**config.mk**
```make
export PLATFORM = sky130hd
export DESIGN_NAME = alu_arbiter_flat
export DESIGN_NICKNAME = d
export VERILOG_FILES = /design/src/rtl/alu_arbiter_pkg.sv /design/src/rtl/alu_arbiter_if.sv /design/src/rtl/alu_arbiter_alu.sv /design/src/rtl/alu_arbiter.sv /design/src/flat_wrapper.sv
export SDC_FILE = /design/constraint.sdc
export NUM_CORES = 1
export LEC_CHECK = 0
export BUFFER_PORTS_ARGS = -buffer_cell sky130_fd_sc_hd__buf_4
export CAP_MARGIN = 30
export CORE_UTILIZATION = 40
export DETAILED_ROUTE_END_ITERATION = 10
export GPL_TIMING_DRIVEN = 0
export PLACE_DENSITY = 0.66
export SLEW_MARGIN = 0
export SYNTH_ARGS = -nofsm -noshare
export SYNTH_HDL_FRONTEND = slang
export SYNTH_SLANG_ARGS = --single-unit
export TNS_END_PERCENT = 100
```
**constraint.sdc**
```tcl
create_clock -name clk -period 4.5 [get_ports clk]
set_input_delay 0.45 -clock clk [delete_from_list [all_inputs] [get_ports clk]]
set_output_delay 0.45 -clock clk [all_outputs]
set_load 0.01 [all_outputs]
```
**src/rtl/alu_arbiter_pkg.sv**
```systemverilog
// Shared opcode and compare-vector definitions for the ALU arbiter.
// Imported by the interface, the ALU and the arbiter top.
package alu_arbiter_pkg;

  typedef logic [2:0] alu_op_t;

  localparam alu_op_t ALU_AND  = 3'b000;
  localparam alu_op_t ALU_OR   = 3'b001;
  localparam alu_op_t ALU_ADD  = 3'b010;
  localparam alu_op_t ALU_CMP  = 3'b011;
  localparam alu_op_t ALU_SUB  = 3'b110;
  localparam alu_op_t ALU_SLTU = 3'b111;

  localparam int CMP_EQ   = 0;
  localparam int CMP_SLT  = 1;
  localparam int CMP_LT   = 2;
  localparam int CMP_SLTE = 3;
  localparam int CMP_LTE  = 4;

endpackage

```
**src/rtl/alu_arbiter_if.sv**
```systemverilog
// Request/response bundle between two requesters and the ALU arbiter.
// master = requester side, slave = arbiter side.
interface alu_arbiter_if;
  import alu_arbiter_pkg::*;

  logic [1:0]  req_valid;
  logic [1:0]  req_ready;
  logic [31:0] req_a0;
  logic [31:0] req_a1;
  logic [31:0] req_b0;
  logic [31:0] req_b1;
  alu_op_t     req_ctl0;
  alu_op_t     req_ctl1;
  logic [1:0]  resp_valid;
  logic [1:0]  resp_ready;
  logic [31:0] resp_result0;
  logic [31:0] resp_result1;

  modport master (
    output req_valid,
    output req_a0, req_a1,
    output req_b0, req_b1,
    output req_ctl0, req_ctl1,
    output resp_ready,
    input  req_ready,
    input  resp_valid,
    input  resp_result0, resp_result1
  );

  modport slave (
    input  req_valid,
    input  req_a0, req_a1,
    input  req_b0, req_b1,
    input  req_ctl0, req_ctl1,
    input  resp_ready,
    output req_ready,
    output resp_valid,
    output resp_result0, resp_result1
  );

endinterface

```
**src/rtl/alu_arbiter_alu.sv**
```systemverilog
// Combinational 32-bit ALU shared by both requesters.
// Undefined opcodes produce zero.
module alu_arbiter_alu
  import alu_arbiter_pkg::*;
(
  input  logic [31:0] a,
  input  logic [31:0] b,
  input  alu_op_t     ctl,
  output logic [31:0] y
);

  logic       eq;
  logic       lt;
  logic       slt;
  logic [4:0] v;

  assign eq  = (a == b);
  assign lt  = (a < b);
  assign slt = ($signed(a) < $signed(b));

  always_comb begin
    v           = '0;
    v[CMP_EQ]   = eq;
    v[CMP_SLT]  = slt;
    v[CMP_LT]   = lt;
    v[CMP_SLTE] = slt | eq;
    v[CMP_LTE]  = lt | eq;
  end

  always_comb begin
    y = '0;
    case (ctl)
      ALU_AND:  y = a & b;
      ALU_OR:   y = a | b;
      ALU_ADD:  y = a + b;
      ALU_SUB:  y = a - b;
      ALU_CMP:  y = {22'b0, ~v, v};
      ALU_SLTU: y = {31'b0, lt};
      default:  y = '0;
    endcase
  end

endmodule

```
**src/rtl/alu_arbiter.sv**
```systemverilog
// Two-requester arbiter around one shared ALU, with a one-entry
// registered response slot and a grant counter per requester.
module alu_arbiter
  import alu_arbiter_pkg::*;
#(
  parameter bit FAIR  = 1'b1,
  parameter int CNT_W = 16
) (
  input  logic             clk,
  input  logic             reset,
  alu_arbiter_if.slave     bus,
  output logic [CNT_W-1:0] grant_cnt0,
  output logic [CNT_W-1:0] grant_cnt1
);

  logic [1:0]       can_take;
  logic [1:0]       elig;
  logic [1:0]       grant;
  logic [1:0]       acc;
  logic             last_grant;
  logic             sel;
  logic [31:0]      alu_a;
  logic [31:0]      alu_b;
  alu_op_t          alu_ctl;
  logic [31:0]      alu_y;
  logic [1:0]       rvalid;
  logic [31:0]      rdata [2];
  logic [CNT_W-1:0] cnt [2];

  // A full slot being drained this edge may be refilled on the same edge.
  assign can_take = ~rvalid | bus.resp_ready;
  assign elig     = bus.req_valid & can_take;

  always_comb begin
    grant = 2'b00;
    unique case (elig)
      2'b01:   grant = 2'b01;
      2'b10:   grant = 2'b10;
      2'b11:   grant = (FAIR && !last_grant) ? 2'b10 : 2'b01;
      default: grant = 2'b00;
    endcase
  end

  assign bus.req_ready = reset ? grant : 2'b00;
  assign acc           = bus.req_valid & bus.req_ready;

  assign sel     = grant[1];
  assign alu_a   = sel ? bus.req_a1   : bus.req_a0;
  assign alu_b   = sel ? bus.req_b1   : bus.req_b0;
  assign alu_ctl = sel ? bus.req_ctl1 : bus.req_ctl0;

  alu_arbiter_alu u_alu (
    .a   (alu_a),
    .b   (alu_b),
    .ctl (alu_ctl),
    .y   (alu_y)
  );

  always_ff @(posedge clk) begin
    if (!reset) begin
      rvalid     <= 2'b00;
      last_grant <= 1'b1;
      for (int i = 0; i < 2; i++) begin
        rdata[i] <= '0;
        cnt[i]   <= '0;
      end
    end else begin
      for (int i = 0; i < 2; i++) begin
        if (acc[i]) begin
          rdata[i]  <= alu_y;
          rvalid[i] <= 1'b1;
          cnt[i]    <= cnt[i] + CNT_W'(1);
        end else if (bus.resp_ready[i]) begin
          rvalid[i] <= 1'b0;
        end
      end
      if (acc[0]) begin
        last_grant <= 1'b0;
      end else if (acc[1]) begin
        last_grant <= 1'b1;
      end
    end
  end

  assign bus.resp_valid   = rvalid;
  assign bus.resp_result0 = rdata[0];
  assign bus.resp_result1 = rdata[1];
  assign grant_cnt0       = cnt[0];
  assign grant_cnt1       = cnt[1];

endmodule

```
**src/flat_wrapper.sv**
```systemverilog
// flat-port wrapper written by rule: the top's interface ports become plain ports
module alu_arbiter_flat import alu_arbiter_pkg::*;
#(
  parameter bit FAIR  = 1'b1,
  parameter int CNT_W = 16
)
  (clk, reset, grant_cnt0, grant_cnt1, bus_req_valid, bus_req_a0, bus_req_a1, bus_req_b0, bus_req_b1, bus_req_ctl0, bus_req_ctl1, bus_resp_ready, bus_req_ready, bus_resp_valid, bus_resp_result0, bus_resp_result1);
  alu_arbiter_if bus_i ();
  input  logic clk;
  input  logic reset;
  output logic [CNT_W-1:0] grant_cnt0;
  output logic [CNT_W-1:0] grant_cnt1;
  input wire logic [$bits(bus_i.req_valid)-1:0] bus_req_valid;
  input wire logic [$bits(bus_i.req_a0)-1:0] bus_req_a0;
  input wire logic [$bits(bus_i.req_a1)-1:0] bus_req_a1;
  input wire logic [$bits(bus_i.req_b0)-1:0] bus_req_b0;
  input wire logic [$bits(bus_i.req_b1)-1:0] bus_req_b1;
  input wire logic [$bits(bus_i.req_ctl0)-1:0] bus_req_ctl0;
  input wire logic [$bits(bus_i.req_ctl1)-1:0] bus_req_ctl1;
  input wire logic [$bits(bus_i.resp_ready)-1:0] bus_resp_ready;
  output wire logic [$bits(bus_i.req_ready)-1:0] bus_req_ready;
  output wire logic [$bits(bus_i.resp_valid)-1:0] bus_resp_valid;
  output wire logic [$bits(bus_i.resp_result0)-1:0] bus_resp_result0;
  output wire logic [$bits(bus_i.resp_result1)-1:0] bus_resp_result1;
  assign bus_i.req_valid = bus_req_valid;
  assign bus_i.req_a0 = bus_req_a0;
  assign bus_i.req_a1 = bus_req_a1;
  assign bus_i.req_b0 = bus_req_b0;
  assign bus_i.req_b1 = bus_req_b1;
  assign bus_i.req_ctl0 = bus_req_ctl0;
  assign bus_i.req_ctl1 = bus_req_ctl1;
  assign bus_i.resp_ready = bus_resp_ready;
  assign bus_req_ready = bus_i.req_ready;
  assign bus_resp_valid = bus_i.resp_valid;
  assign bus_resp_result0 = bus_i.resp_result0;
  assign bus_resp_result1 = bus_i.resp_result1;
  alu_arbiter #(.FAIR(FAIR), .CNT_W(CNT_W)) u_core (.clk(clk), .reset(reset), .bus(bus_i), .grant_cnt0(grant_cnt0), .grant_cnt1(grant_cnt1));
endmodule
```
Yosys cells after proc, flatten, opt, wreduce, memory -nomap -nowiden
Memories as Yosys holds them, arrays and structs flattened.
Cells that the tools add are included.

word-level totals
  logic and storage cells = 61
  bits of input ports = 140
  output and inout port bits = 100
  bits in writable memories = 96
  flip-flop bits (word level) = 3
  memories kept = 2

memories
  memory        depth  width  rd ports  clocked after Yosys merged registers in  wr ports  RTL line           source
  u_core.rdata  2      32     2         0                                        2         alu_arbiter.sv:27  logic [31:0] rdata [2];
  u_core.cnt    2      16     2         0                                        2         alu_arbiter.sv:28  logic [CNT_W-1:0] cnt [2];

operators by class
  multiplexer cells = 24
  reduce and logical (&&, ||, !) cells = 4
  bitwise logic cells = 13
  $add $sub $neg = 4
  order comparisons = 2
  eq/ne operators = 9

operators by type and width
  kind                                            number
  one-hot mux 32 bit (6 select lines)             1
  2-to-1 mux 32 bit                               4
  less-than comparator 32 bit                     2
  adder 16 x 1 -> 16 bit (second input constant)  2
  adder 32 bit                                    1
  AND 32 bit                                      1
  == test 32 bit                                  1
  2-to-1 mux 16 bit                               2
  OR 32 bit                                       1
  subtractor 32 bit                               1
  2-to-1 mux 1 bit                                13
  == test 3 x 2 -> 1 bit (second input constant)  2
  == test 3 bit (second input constant)           2
  OR 1 bit                                        6
  one-hot mux 2 bit (3 select lines)              1
  nonzero test 2 bit                              3
  NOT 5 bit                                       1
  AND 2 bit                                       2
  == test 2 bit (second input constant)           2
  2-to-1 mux 2 bit                                2
  == test 3 x 1 -> 1 bit (second input constant)  1
  zero test 3 bit                                 1
  2-to-1 mux 3 bit                                1
  == test 2 x 1 -> 1 bit (second input constant)  1
  other kinds (2)                                 2

Logic depth before layout (Yosys ltp)
  word-level depth = 11
  gate-level depth with buffers = 20

Modules after synthesis
A second synthesis with hierarchy kept.

second synthesis, totals
  cells, all modules = 1094
  area, all modules = 9689.3 um^2

modules (own cells, without submodules)
  module           cells an instance  area each (um^2)  instances
  alu_arbiter_alu  747                4892.2            1
  alu_arbiter      347                4797.1            1

Worst setup path before layout
Ideal clock, no wire load.

  path kind = input port to flip-flop
  start = input port bus_resp_ready[1]
  end = memory u_core.cnt[0][0], enable pin
  data arrival time = 4.164 ns
  setup time = 0.520 ns
  cell stages on the path = 3
  slack = -0.183 ns
  buffers on the path = 0
  cells stage by stage = nor2b_1 nor3_1 o21ai_0

RTL lines
  item                RTL line            source
  start: declaration  flat_wrapper.sv:20  input wire logic [$bits(bus_i.resp_ready)-1:0] bus_resp_ready;
  end: declaration    alu_arbiter.sv:28

==> flow_metrics.env <==
export IMPL_ant_nets=0
export IMPL_yosysMostFrequentCell="nand2_1"
export IMPL_grt_max_degree=38
export IMPL_rrSetupSlack_ns=-0.02
export IMPL_holdPathEnd="u_core.last_grant$_SDFFE_PN1P_"
export IMPL_crit_path_start_kind="flop"
export IMPL_dr_pass1_iters=5
export IMPL_min_period_ns=4.52
export IMPL_critPathRequiredTime_ns=4.56
export IMPL_tightestPinTransition_ns=0.955
export IMPL_avgSynthCellArea_um2=8.27
export IMPL_antenna_found_initial=0
export IMPL_hold_violations=0
export IMPL_first_global_vias=8948
export IMPL_grt_overflow=0
export IMPL_synthTopCellsByArea="edfxtp_1 31%, ha_1 13%, nand2_1 8.1%, a21oi_1 4.9%, nor2_1 3.9%"
export IMPL_die_x_um=156
export IMPL_min_path_type="input pin to flop"
export IMPL_synth_ff_type="edfxtp_1"
export IMPL_cts_made_buffers=9
export IMPL_max_freq_ghz=0.221
export IMPL_ir_drop_mv=0.169
export IMPL_synth_edf_count=96
export IMPL_hold_buffers=0
export IMPL_cts_tree="yes"
export IMPL_diodes=0
export IMPL_coreArea_um2=22900
export IMPL_relSlewSlack_pct=36.3
export IMPL_io_pins=240
export IMPL_wire_per_inst_um=19.6
export IMPL_critPathKind="flop to flop"
export IMPL_dp_hpwl_um=26000
export IMPL_maxSlewViolCount=0
export IMPL_synthCells=1141
export IMPL_syn_area_um2=9440
export IMPL_cts_root_buf="clkbuf_16"
export IMPL_setup_violations=4
export IMPL_rows=55
export IMPL_path_clk_slew_ns=0.08
export IMPL_drive_above_1_share_pct=28.9
export IMPL_cts_num_sinks=99
export IMPL_clk_path_buf_depth=2
export IMPL_r2r_end="u_core.rdata[0][32]$_DFFE_PP_"
export IMPL_min_from="reset"
export IMPL_numPortBuffers=239
export IMPL_arrival_ns=4.58
export IMPL_via_per_inst=5.53
export IMPL_synth_seq_cells=99
export IMPL_die_area_um2=24200
export IMPL_reg2reg_from="u_core.bus.resp_valid[0]$_SDFFE_PN0P_"
export IMPL_async_flop_share_pct=0
export IMPL_cap_violations=0
export IMPL_synth_top_area_cell="edfxtp_1"
export IMPL_clk_insertion_delay_late_ns=0.36
export IMPL_place_inst=1697
export IMPL_final_cell_count_no_fill=1742
export IMPL_violations="negative setup slack"
export IMPL_routed_via_count=9639
export IMPL_setup_ws_ns=-0.0215
export IMPL_p_leak_uw=0.00596
export IMPL_cp_end_kind="flop"
export IMPL_drtIter0Drc=877
export IMPL_synth_commonest_cells="204 x nand2_1, 99 x ha_1, 99 x nor2_1"
export IMPL_grt_setup_unrepaired="true"
export IMPL_grt_pass1_wl_um=50900
export IMPL_yosys_warnings=0
export IMPL_r2r_cells=19
export IMPL_initial_core_util_pct=41.2
export IMPL_drc=0
export IMPL_pre_cts_ws_ns=-1.54
export IMPL_cellPowerDensity_nw_per_um2=315
export IMPL_crit_fanout=10
export IMPL_synth_top_area_share_pct=30.5
export IMPL_drt_wl_total_um=34100
export IMPL_gp_congestion=0.956
export IMPL_synth_seq_area_share_pct=31.2
export IMPL_fin_crit_sh_pct=100
export IMPL_dieHeight_um=156
export IMPL_finClkSkew_ns=0.0102
export IMPL_layout_nets=1665
export IMPL_status="complete, but fails checks"
export IMPL_min_delay_path_depth=2
export IMPL_htreeDepth=3
export IMPL_syn_to_final_growth_pct=37.4
export IMPL_yosysUniqueCellTypes=87
export IMPL_synthesis_nets=1382
export IMPL_grtUsageTotal_pct=27.6
[worst max-delay path, stage by stage, from the launching register on]
cell       delay [ns]
dfxtp_2          0.35
buf_12           0.10
nand2b_4         0.07
a211oi_4         0.24
buf_6            0.17
clkbuf_16        0.16
clkbuf_16        0.17
nand2_1          0.07
nand2_1          0.17
ha_2             0.27
o22a_1           0.19
nand4_1          0.24
a211oi_4         0.40
o31ai_4          0.12
o311a_4          0.41
a311o_1          0.42
a21oi_4          0.24
o31ai_4          0.13
nand3_1          0.12
o221ai_2         0.13
[layout by cell type (no fill, tap or decap), types with 14 or more instances in the layout]
master	count
xnor2_1	37
inv_1	96
nand2_1	194
buf_4	268
and3_1	14
ha_1	91
clkbuf_1	16
nand3_1	19
nor3_1	24
mux2i_1	16
a221oi_1	14
a21oi_1	83
o21ai_0	37
nor2_1	97
edfxtp_1	96
a21o_1	20
xor2_1	17
[sequential cells by signal, indices dropped and copies added, names as in the netlist]
name / count
u_core.bus.resp_valid: 2
u_core.cnt: 32
u_core.last_grant: 1
u_core.rdata: 64
[through the flow]
| stage | total power (uW) | TNS [ns] | area [um^2] | hold WS, ns | util (%) |
|---|---|---|---|---|---|
| floorplan | 2340 | 0 | 9440 | 0.514 | - |
| global placement | 2940 | -148.42 | 11600 | 0.546 | 50.8 |
| detailed placement | 2970 | -75.15 | 11700 | 0.561 | 51.2 |
| CTS | 3920 | 0 | 12400 | 0.330 | 54.2 |
| global route | 4290 | -1.67 | 13000 | 0.351 | 56.6 |
| finish | 4080 | -0.0838 | 13000 | 0.335 | 56.6 |
[area by class of cell]
cell class                      instances  area [um^2]
Multi-Input combinational cell        898         6360
Clock inverter                          6         97.6
Clock buffer                           10          229
Tap cell                              313          392
Sequential cell                        99         2950
Fill cell                            2151         9950
Inverter                               96          360
Buffer                                 44          397
Timing Repair Buffer                  276         2190
[worst max path at each step]
stage	slack, ns	cells after the start	to	start
floorplan	0.02	20	u_core.rdata[0][29]$_DFFE_PP_	bus_req_valid[0]
finish	-0.02	19	u_core.rdata[0][32]$_DFFE_PP_	u_core.bus.resp_valid[0]$_SDFFE_PN0P_
CTS	0.01	19	u_core.rdata[0][61]$_DFFE_PP_	u_core.bus.resp_valid[0]$_SDFFE_PN0P_
detailed placement	-1.54	20	u_core.rdata[0][7]$_DFFE_PP_	bus_resp_ready[0]
global placement	-1.69	20	u_core.rdata[0][29]$_DFFE_PP_	bus_resp_ready[0]
global route	-0.13	18	u_core.rdata[0][41]$_DFFE_PP_	u_core.bus.resp_valid[0]$_SDFFE_PN0P_
[metal layers]
| metal | part of all wire, % | vias to the layer above | global-route usage (%) |
|---|---|---|---|
| li1 | - | 4573 | - |
| met1 | 44 | 4585 | 37.5 |
| met2 | 47 | 448 | 46.6 |
| met3 | 7.3 | 33 | 3.81 |
| met4 | 1.6 | 0 | 5.28 |
| met5 | 0 | - | 0 |
[power breakdown]
part           internal [uW]  leakage, uW  switching [uW]
sequential              1140      0.00106            64.4
combinational            877      0.00474            1130
clock                    496     0.000153             377
[logic make-up (layout without fill, tap and decap cells)]
kind of cell,Yosys count,count (layout),share of synthesized area (%)
muxes,25,25,2.65
xor gates and xnor gates,54,54,5.01
adders and majority gates,101,101,13.5
and+or+nand+nor,445,445,21.8
AOI/OAI and AO/OA,273,273,19.6
DFF,99,99,31.2
buffers and inverters,144,432,6.24
[timing repair]
| item | CTS | global route |
|---|---|---|
| endpoints found under the setup margin | 64 | 46 |
| resized for setup | 62 | 91 |
| buffers inserted | 10 | 22 |
| gates cloned | 0 | 1 |
| pin swaps | 9 | 33 |
(Power assumes the default switching activity.)
